**src/rtl/fetch_sequencer.sv**
```systemverilog
// fetch_sequencer: uPOWER instruction-fetch sequencer (PC owner, imem indexing, decode handshake, branch redirect, fault halt)
// Ports:
//   clk, rst                 clock (rising edge), asynchronous active-high reset
//   imem_idx / imem_rdata    word index to instruction memory, combinational read data back
//   instr_out/instr_pc       registered instruction and its byte PC toward decode
//   instr_valid/instr_ready  output handshake, transfer on valid & ready
//   br_valid/br_eq/br_ne/zero_flag/br_pc/br_imm  downstream branch resolution
//   pc, fault, halted, fetch_count               status
// Optional: define FETCH_HALT_ON_ZERO_EN to halt (without fault) on a fetched all-zero word.
module fetch_sequencer #(
  parameter logic [63:0] BASE_ADDR   = 64'h0000_0000_0004_0000,
  parameter int          IMEM_DEPTH  = 101,
  parameter int          IDX_W       = 7,
  parameter int          BOOT_CYCLES = 2
) (
  input  logic             clk,
  input  logic             rst,
  output logic [IDX_W-1:0] imem_idx,
  input  logic [31:0]      imem_rdata,
  output logic [31:0]      instr_out,
  output logic [63:0]      instr_pc,
  output logic             instr_valid,
  input  logic             instr_ready,
  input  logic             br_valid,
  input  logic             br_eq,
  input  logic             br_ne,
  input  logic             zero_flag,
  input  logic [63:0]      br_pc,
  input  logic [63:0]      br_imm,
  output logic [63:0]      pc,
  output logic             fault,
  output logic             halted,
  output logic [31:0]      fetch_count
);
  typedef enum logic [1:0] {BOOT, RUN, HOLD, HALT} state_e;
  localparam int BW = $clog2(BOOT_CYCLES + 2);
  localparam logic [63:0] END_ADDR = BASE_ADDR + 64'(4 * IMEM_DEPTH);
  state_e        state_q, state_d;
  logic [BW-1:0] boot_cnt_q, boot_cnt_d;
  logic [63:0]   pc_q, pc_d, instr_pc_q, instr_pc_d;
  logic [31:0]   instr_out_q, instr_out_d, fetch_count_q, fetch_count_d;
  logic          instr_valid_q, instr_valid_d, fault_q, fault_d, halted_q, halted_d;
  logic          taken, free, bad_pc, boot_done, zero_halt;
  assign imem_idx  = IDX_W'((pc_q - BASE_ADDR) >> 2);
  assign taken     = br_valid & ((br_eq & zero_flag) | (br_ne & ~zero_flag));
  assign free      = ~instr_valid_q | instr_ready;
  assign bad_pc    = (pc_q[1:0] != 2'b00) | (pc_q < BASE_ADDR) | (pc_q >= END_ADDR);
  assign boot_done = 32'(boot_cnt_q) + 32'd1 >= 32'(BOOT_CYCLES);
`ifdef FETCH_HALT_ON_ZERO_EN
  assign zero_halt = imem_rdata == 32'h0;
`else
  assign zero_halt = 1'b0;
`endif
  // RUN and HOLD share one path: HOLD is simply RUN while the output register is occupied.
  always_comb begin
    state_d       = state_q;
    boot_cnt_d    = boot_cnt_q;
    pc_d          = pc_q;
    instr_out_d   = instr_out_q;
    instr_pc_d    = instr_pc_q;
    instr_valid_d = instr_valid_q;
    fault_d       = fault_q;
    halted_d      = halted_q;
    fetch_count_d = fetch_count_q + 32'(instr_valid_q & instr_ready);
    if (state_q == BOOT) begin
      boot_cnt_d = boot_cnt_q + BW'(1);
      state_d    = boot_done ? RUN : BOOT;
    end else if (state_q == HALT) begin
      instr_valid_d = 1'b0;
    end else if (taken) begin
      // redirect wins over backpressure and squashes whatever is in the output register
      pc_d          = br_pc + (br_imm << 2);
      instr_valid_d = 1'b0;
      state_d       = RUN;
    end else if (!free) begin
      state_d = HOLD;
    end else if (bad_pc) begin
      instr_valid_d = 1'b0;
      fault_d       = 1'b1;
      halted_d      = 1'b1;
      state_d       = HALT;
    end else if (zero_halt) begin
      instr_valid_d = 1'b0;
      halted_d      = 1'b1;
      state_d       = HALT;
    end else begin
      instr_out_d   = imem_rdata;
      instr_pc_d    = pc_q;
      instr_valid_d = 1'b1;
      pc_d          = pc_q + 64'd4;
      state_d       = RUN;
    end
  end
  always_ff @(posedge clk or posedge rst) begin
    if (rst) begin
      state_q       <= BOOT;
      boot_cnt_q    <= '0;
      pc_q          <= BASE_ADDR;
      instr_out_q   <= '0;
      instr_pc_q    <= '0;
      instr_valid_q <= 1'b0;
      fault_q       <= 1'b0;
      halted_q      <= 1'b0;
      fetch_count_q <= '0;
    end else begin
      state_q       <= state_d;
      boot_cnt_q    <= boot_cnt_d;
      pc_q          <= pc_d;
      instr_out_q   <= instr_out_d;
      instr_pc_q    <= instr_pc_d;
      instr_valid_q <= instr_valid_d;
      fault_q       <= fault_d;
      halted_q      <= halted_d;
      fetch_count_q <= fetch_count_d;
    end
  end
  assign pc          = pc_q;
  assign instr_out   = instr_out_q;
  assign instr_pc    = instr_pc_q;
  assign instr_valid = instr_valid_q;
  assign fault       = fault_q;
  assign halted      = halted_q;
  assign fetch_count = fetch_count_q;
endmodule

```
**config.mk**
```make
export PLATFORM = sky130hd
export DESIGN_NAME = fetch_sequencer
export DESIGN_NICKNAME = d
export VERILOG_FILES = /design/src/rtl/fetch_sequencer.sv
export SDC_FILE = /design/constraint.sdc
export NUM_CORES = 1
export LEC_CHECK = 0
export BUFFER_PORTS_ARGS = -buffer_cell sky130_fd_sc_hd__buf_2
export CAP_MARGIN = 30
export CELL_PAD_IN_SITES_DETAIL_PLACEMENT = 1
export CELL_PAD_IN_SITES_GLOBAL_PLACEMENT = 1
export CORE_AREA = 2 2 183 185
export CTS_CLUSTER_DIAMETER = 60
export CTS_CLUSTER_SIZE = 20
export DETAILED_ROUTE_END_ITERATION = 8
export DIE_AREA = 0 0 185 187
export PLACE_DENSITY_LB_ADDON = 0.08
export SLEW_MARGIN = 20
export SYNTH_ARGS = -nofsm -noshare
export SYNTH_HDL_FRONTEND = slang
export SYNTH_SLANG_ARGS = --single-unit
```
**constraint.sdc**
```tcl
create_clock -name clk -period 5.9 [get_ports clk]
set_input_delay 0.885 -clock clk [delete_from_list [all_inputs] [get_ports clk]]
set_output_delay 0.885 -clock clk [all_outputs]
set_load 0.02 [all_outputs]
```
### Yosys cells after proc, flatten, opt, wreduce, memory -nomap -nowiden

Index checks and enable logic that the tools add are counted.

* bits in registers: 198
* output and inout bits: 202
* word-level logic and storage cells: 55

* add/subtract/negate cells: 6
* $lt $le $gt $ge: 3
* reduce and logical (&&, ||, !) cells: 8
* equality and inequality tests: 3
* bitwise logic cells: 14
* muxes and demuxes: 13

Operators by type and width (number)
* 64-bit two-way mux: 3
* 64-bit by 3-bit adder with 64-bit output (second input constant): 1
* 64-bit adder: 1
* 64-bit by 19-bit >= comparator with 1-bit output (second input constant): 1
* 64-bit by 19-bit less-than comparator with 1-bit output (second input constant): 1
* 32-bit by 1-bit adder with 32-bit output: 1
* 2-bit two-way mux: 5
* 5-bit AND reduction: 2
* 9-bit by 1-bit subtractor with 9-bit output (second input constant): 1
* 1-bit inverter: 6
* 1-bit two-way mux: 5
* 1-bit bitwise AND: 4
* 2-bit inequality test (second input constant): 2
* 1-bit bitwise OR: 4
* 4-bit AND reduction: 1
* 2-bit nonzero test: 2
* 2-bit by 1-bit adder with 3-bit output (second input constant): 1
* 3-bit by 2-bit >= comparator with 1-bit output (second input constant): 1
* 3-bit nonzero test: 1
* 2-bit by 1-bit adder with 2-bit output (second input constant): 1
* 2-bit == test (second input constant): 1
* 2-bit zero test: 1
* 2-bit AND reduction: 1

### Longest topological paths before layout

* word-level depth: 8
* gate-level depth with buffers: 12
* gate-level depth less buffers: 12

### Least setup slack after synthesis

OpenSTA, ideal clock, no wires.

* kind: in2reg
* start point: in br_pc[2]
* end point: reg pc_q[62], in the netlist pc[62]
* library setup time: 0.122 ns
* data required time: 5.778 ns
* buffers on the path: 0
* cell stages on the path: 12
* data arrival time: 3.484 ns
* slack: 2.295 ns
* path through: ha_1 fa_1 a21oi_1 o211ai_1 a41oi_2 a21oi_1 o31ai_2 a22oi_2 a21o_1 and4_4 or4_1 a32o_1

* cells in the longest elaborated chain, start to end: 2

Ends and longest elaborated chain
* start: declaration: line 28 `input logic [63:0] br_pc,`
* 64-bit adder: line 72 `pc_d = br_pc + (br_imm << 2);`
* 64-bit two-way mux: line 70 `end else if (taken) begin`
* end signal: assignment: line 108 `pc_q <= pc_d;`
* end: declaration: line 40 `logic [63:0] pc_q, pc_d, instr_pc_q, instr_pc_d;`

Every way passes these cells.
A chain may end at the register's enable or synchronous reset.

### Worst setup path after layout

* start point: reg pc_q[18], in the netlist pc[18]
* end point: reg instr_out_q[18], in the netlist instr_out[18]

* cells in the longest elaborated chain, start to end: 5
* elaborated cells between the ends (all ways): 6
* classes of those cells: order compare: 2; bitwise: 3; reduce/logical: 1

Ends and longest elaborated chain
* 64-bit by 19-bit less-than comparator with 1-bit output: line 47 `assign bad_pc = (pc_q[1:0] != 2'b00) | (pc_q < BASE_ADDR) | (pc_q >= END_ADDR);`
* 1-bit bitwise OR: line 47
* 1-bit bitwise OR (*): line 47
* 1-bit inverter (no source line) (*)
* 5-bit AND reduction (no source line) (*)
* end signal: assignment: line 109 `instr_out_q <= instr_out_d;`
* end: declaration: line 41 `logic [31:0] instr_out_q, instr_out_d, fetch_count_q, fetch_count_d;`

Mark *: on every way between the ends. The rest lies on a longest branch, timed or not.

==> results.toml <==
[outcome]
status = "finished clean"

[timing]
min_period_ns = 4.01
rsz0062_at_grt = "false"
fin_setup_tns_ns = 0
min_period_over_period = 0.679
fin_skew_ns = 0.0160
finalHoldViolCount = 0
worstMarginPinSlew_ns = 0.870
fmax_ghz = 0.250
finalSetupViolCount = 0
drv_slew = 0
relSlewSlack = 0.420
hold_ws_ns = 0.463

[worst_setup_path]
slowest_stage = "dfstp_2"
startpoint_type = "register"
path_buf_inv = 1
r2r_cells = 8
crit_required_ns = 6.22
path_cells = "nor4b_1 -> nand4_1 -> nor4_1 -> o31ai_1 -> or3b_1 -> nor2_4 -> buf_4 -> mux2_1"
reg2reg_to = "instr_out[18]$_DFFE_PP0P_"
critical_path.top_delay_family = "simple AND/OR/NAND/NOR gates"
cpPeakStageDelay_ns = 0.55
critPathMaxFanout = 28
cp-end-kind = "register"
crit_arrival_ns = 4.33
rrSetupSlack_ns = 1.89
crit-reg2reg-launch = "pc[18]$_DFFE_PP1P_"
critPathKind = "reg -> reg"

[yosys]
ys_warn_count = 0
netlist_instances = 1176
synth.top_cells.by_area = "dfrtp_1 44%, ha_1 7.8%, nand2_1 5.0%"
synth_edf_count = 0
synth_area_um2 = 11300
ys_seq_area_frac = 0.439
synth_common_cells = "197 x dfrtp_1, 149 x nand2_1, 92 x a21oi_1"
ys_seq_elements = 198
synth.avg_cell_area_um2 = 9.60
synth_ff_type = "dfrtp_1"
ys_types = 72
synth_area_leader_cell = "dfrtp_1"
synth_top_area_frac = 0.437
async_flop_share = 1.00
yosysMostFrequentCell = "dfrtp_1"
synth_nets = 1414

[placed_design]
dpl_cell_area_um2 = 13500
gp_congestion = 0.820
port_buffers = 366
dp_hpwl_mm = 28.8

[grt]
grtUsageTotal = 0.209
first_global_vias = 10200
gr-total-overflow = 0
grt_pass1_wl_mm = 56.4
grt_max_degree = 163
antenna_found_initial = 0

[clock_tree]
clock-sinks = 198
cts_setup_buffers = 0
cts-resized-gates = 0
cts-hold-fix-buffers = 0
tritoncts.num_buffers = 17
ctsRootBufferMaster = "clkbuf_16"
htreeDepth = 4
cts_max_path_buffers = 2
clkLatencyLatePin_ns = 0.45
cts.clk_slew.worst_paths_ns = 0.07
cts_tree = "yes"

[pwr]
p_total_mw = 3.13
pwr-share-seq = 0.433
combPwrFrac = 0.173
p_sw_mw = 0.903
powerDensity_nw_per_um2 = 222
switching_share = 0.288
ir_drop_uv = 137
clockPowerShare = 0.394
p_leak_nw = 7.51
power.internal_mw = 2.23

[cells_and_area]
drive_gt1_frac = 0.287
diodes = 0
finish.instance_area_um2 = 14100
nNetsFinal = 1745
areaGrowthSynthToFinish_pct = 24.8
final_core_util = 0.429

[die]
io_pins = 369
start_util = 0.343
die_area_um2 = 34600
die_height_um = 187
core-area_um2 = 32900
num_rows = 67
die_x_um = 185

[routing]
drt-initial-drc-count = 335
vias = 9900
avgViaCountPerCell = 5.03
drt_pass1_iterations = 7
post_drt_wl_per_cell_um = 18.3
drc = 0
ant_nets = 0
drt_wl_total_mm = 36.0

[hold_path]
hp-class = "reg -> reg"
holdPathEnd = "instr_pc[18]$_DFFE_PP0P_"
holdCritStartpoint = "instr_pc[18]$_DFFE_PP0P_"
holdPathStages = 1

[run]
drv_cap = 0
-- cell families after synthesis --
family | share of synthesized area
simple gates | 0.170
compound gates | 0.167
flops | 0.439
xor+xnor | 0.0691
buf+inv | 0.0354
fa+ha+maj | 0.0794
mux | 0.0399
-- cell type report --
cell class                 count  area [um2]
timing repair buffer         372        1900
tap                          448         561
multi-input combinational    892        5940
inverter                      26         101
clock inverter                14         185
fill                        3911       18800
clock buffer                  18         439
sequential                   198        4960
-- layer usage --
| layer | GRT usage | share of wire | wire, um |
|---|---|---|---|
| met1 | 0.267 | 0.44 | 15900 |
| met2 | 0.355 | 0.48 | 17200 |
| met3 | 0.0407 | 0.060 | 2170 |
| met4 | 0.0650 | 0.021 | 742 |
| met5 | 0 | 0 | 0 |
-- metrics by stage --
stage,setup slack [ns],instances
after floorplan,2.29,1176
after global placement,1.70,1935
after detailed placement,1.68,1936
after CTS,1.67,1968
after global routing,1.58,1968
final,1.89,1968
-- registers in the layout (all words and copies together) (netlist names) --
register     cells
instr_valid      1
boot_cnt_q       2
state_q          2
instr_out       32
fault            1
pc              64
fetch_count     32
instr_pc        64
-- worst max path at each step --
stage,from,end,cells after the start,slack (ns)
after floorplan,br_pc[2],pc[62]$_DFFE_PP0P_,12,2.29
after global placement,br_pc[2],pc[62]$_DFFE_PP0P_,13,1.70
after detailed placement,br_pc[2],pc[62]$_DFFE_PP0P_,13,1.68
after CTS,pc[18]$_DFFE_PP1P_,instr_out[21]$_DFFE_PP0P_,8,1.67
after global routing,pc[18]$_DFFE_PP1P_,instr_out[18]$_DFFE_PP0P_,8,1.58
final,pc[18]$_DFFE_PP1P_,instr_out[18]$_DFFE_PP0P_,8,1.89
-- power groups by stage --
stage	Combinational, mW	Clock (mW)	Sequential (mW)
after floorplan	0.371	0	1.38
after global placement	0.544	0	1.38
after detailed placement	0.547	0	1.38
after CTS	0.550	1.28	1.36
after global routing	0.608	1.32	1.36
final	0.543	1.23	1.36
-- cell usage in the layout (no fill, tap or decap), types with 4 or more instances in the layout --
master / n
a211oi_1: 5
a21o_1: 23
a21oi_1: 91
a21oi_2: 5
a31o_2: 4
a31oi_1: 6
and3_1: 17
buf_2: 367
clkbuf_16: 17
dfrtp_1: 197
ha_1: 70
inv_1: 25
inv_6: 4
mux2_1: 37
nand2_1: 148
nand2b_1: 6
nand3_1: 30
nand4_1: 28
nor2_1: 59
nor2b_1: 59
nor3_1: 15
nor4_1: 18
o211ai_1: 5
o21a_1: 7
o21ai_0: 66
o21ai_1: 19
o21bai_1: 15
o31ai_1: 8
or2_2: 4
xnor2_1: 60
xor2_1: 29
No activity file was read; power rests on OpenSTA's default activity.
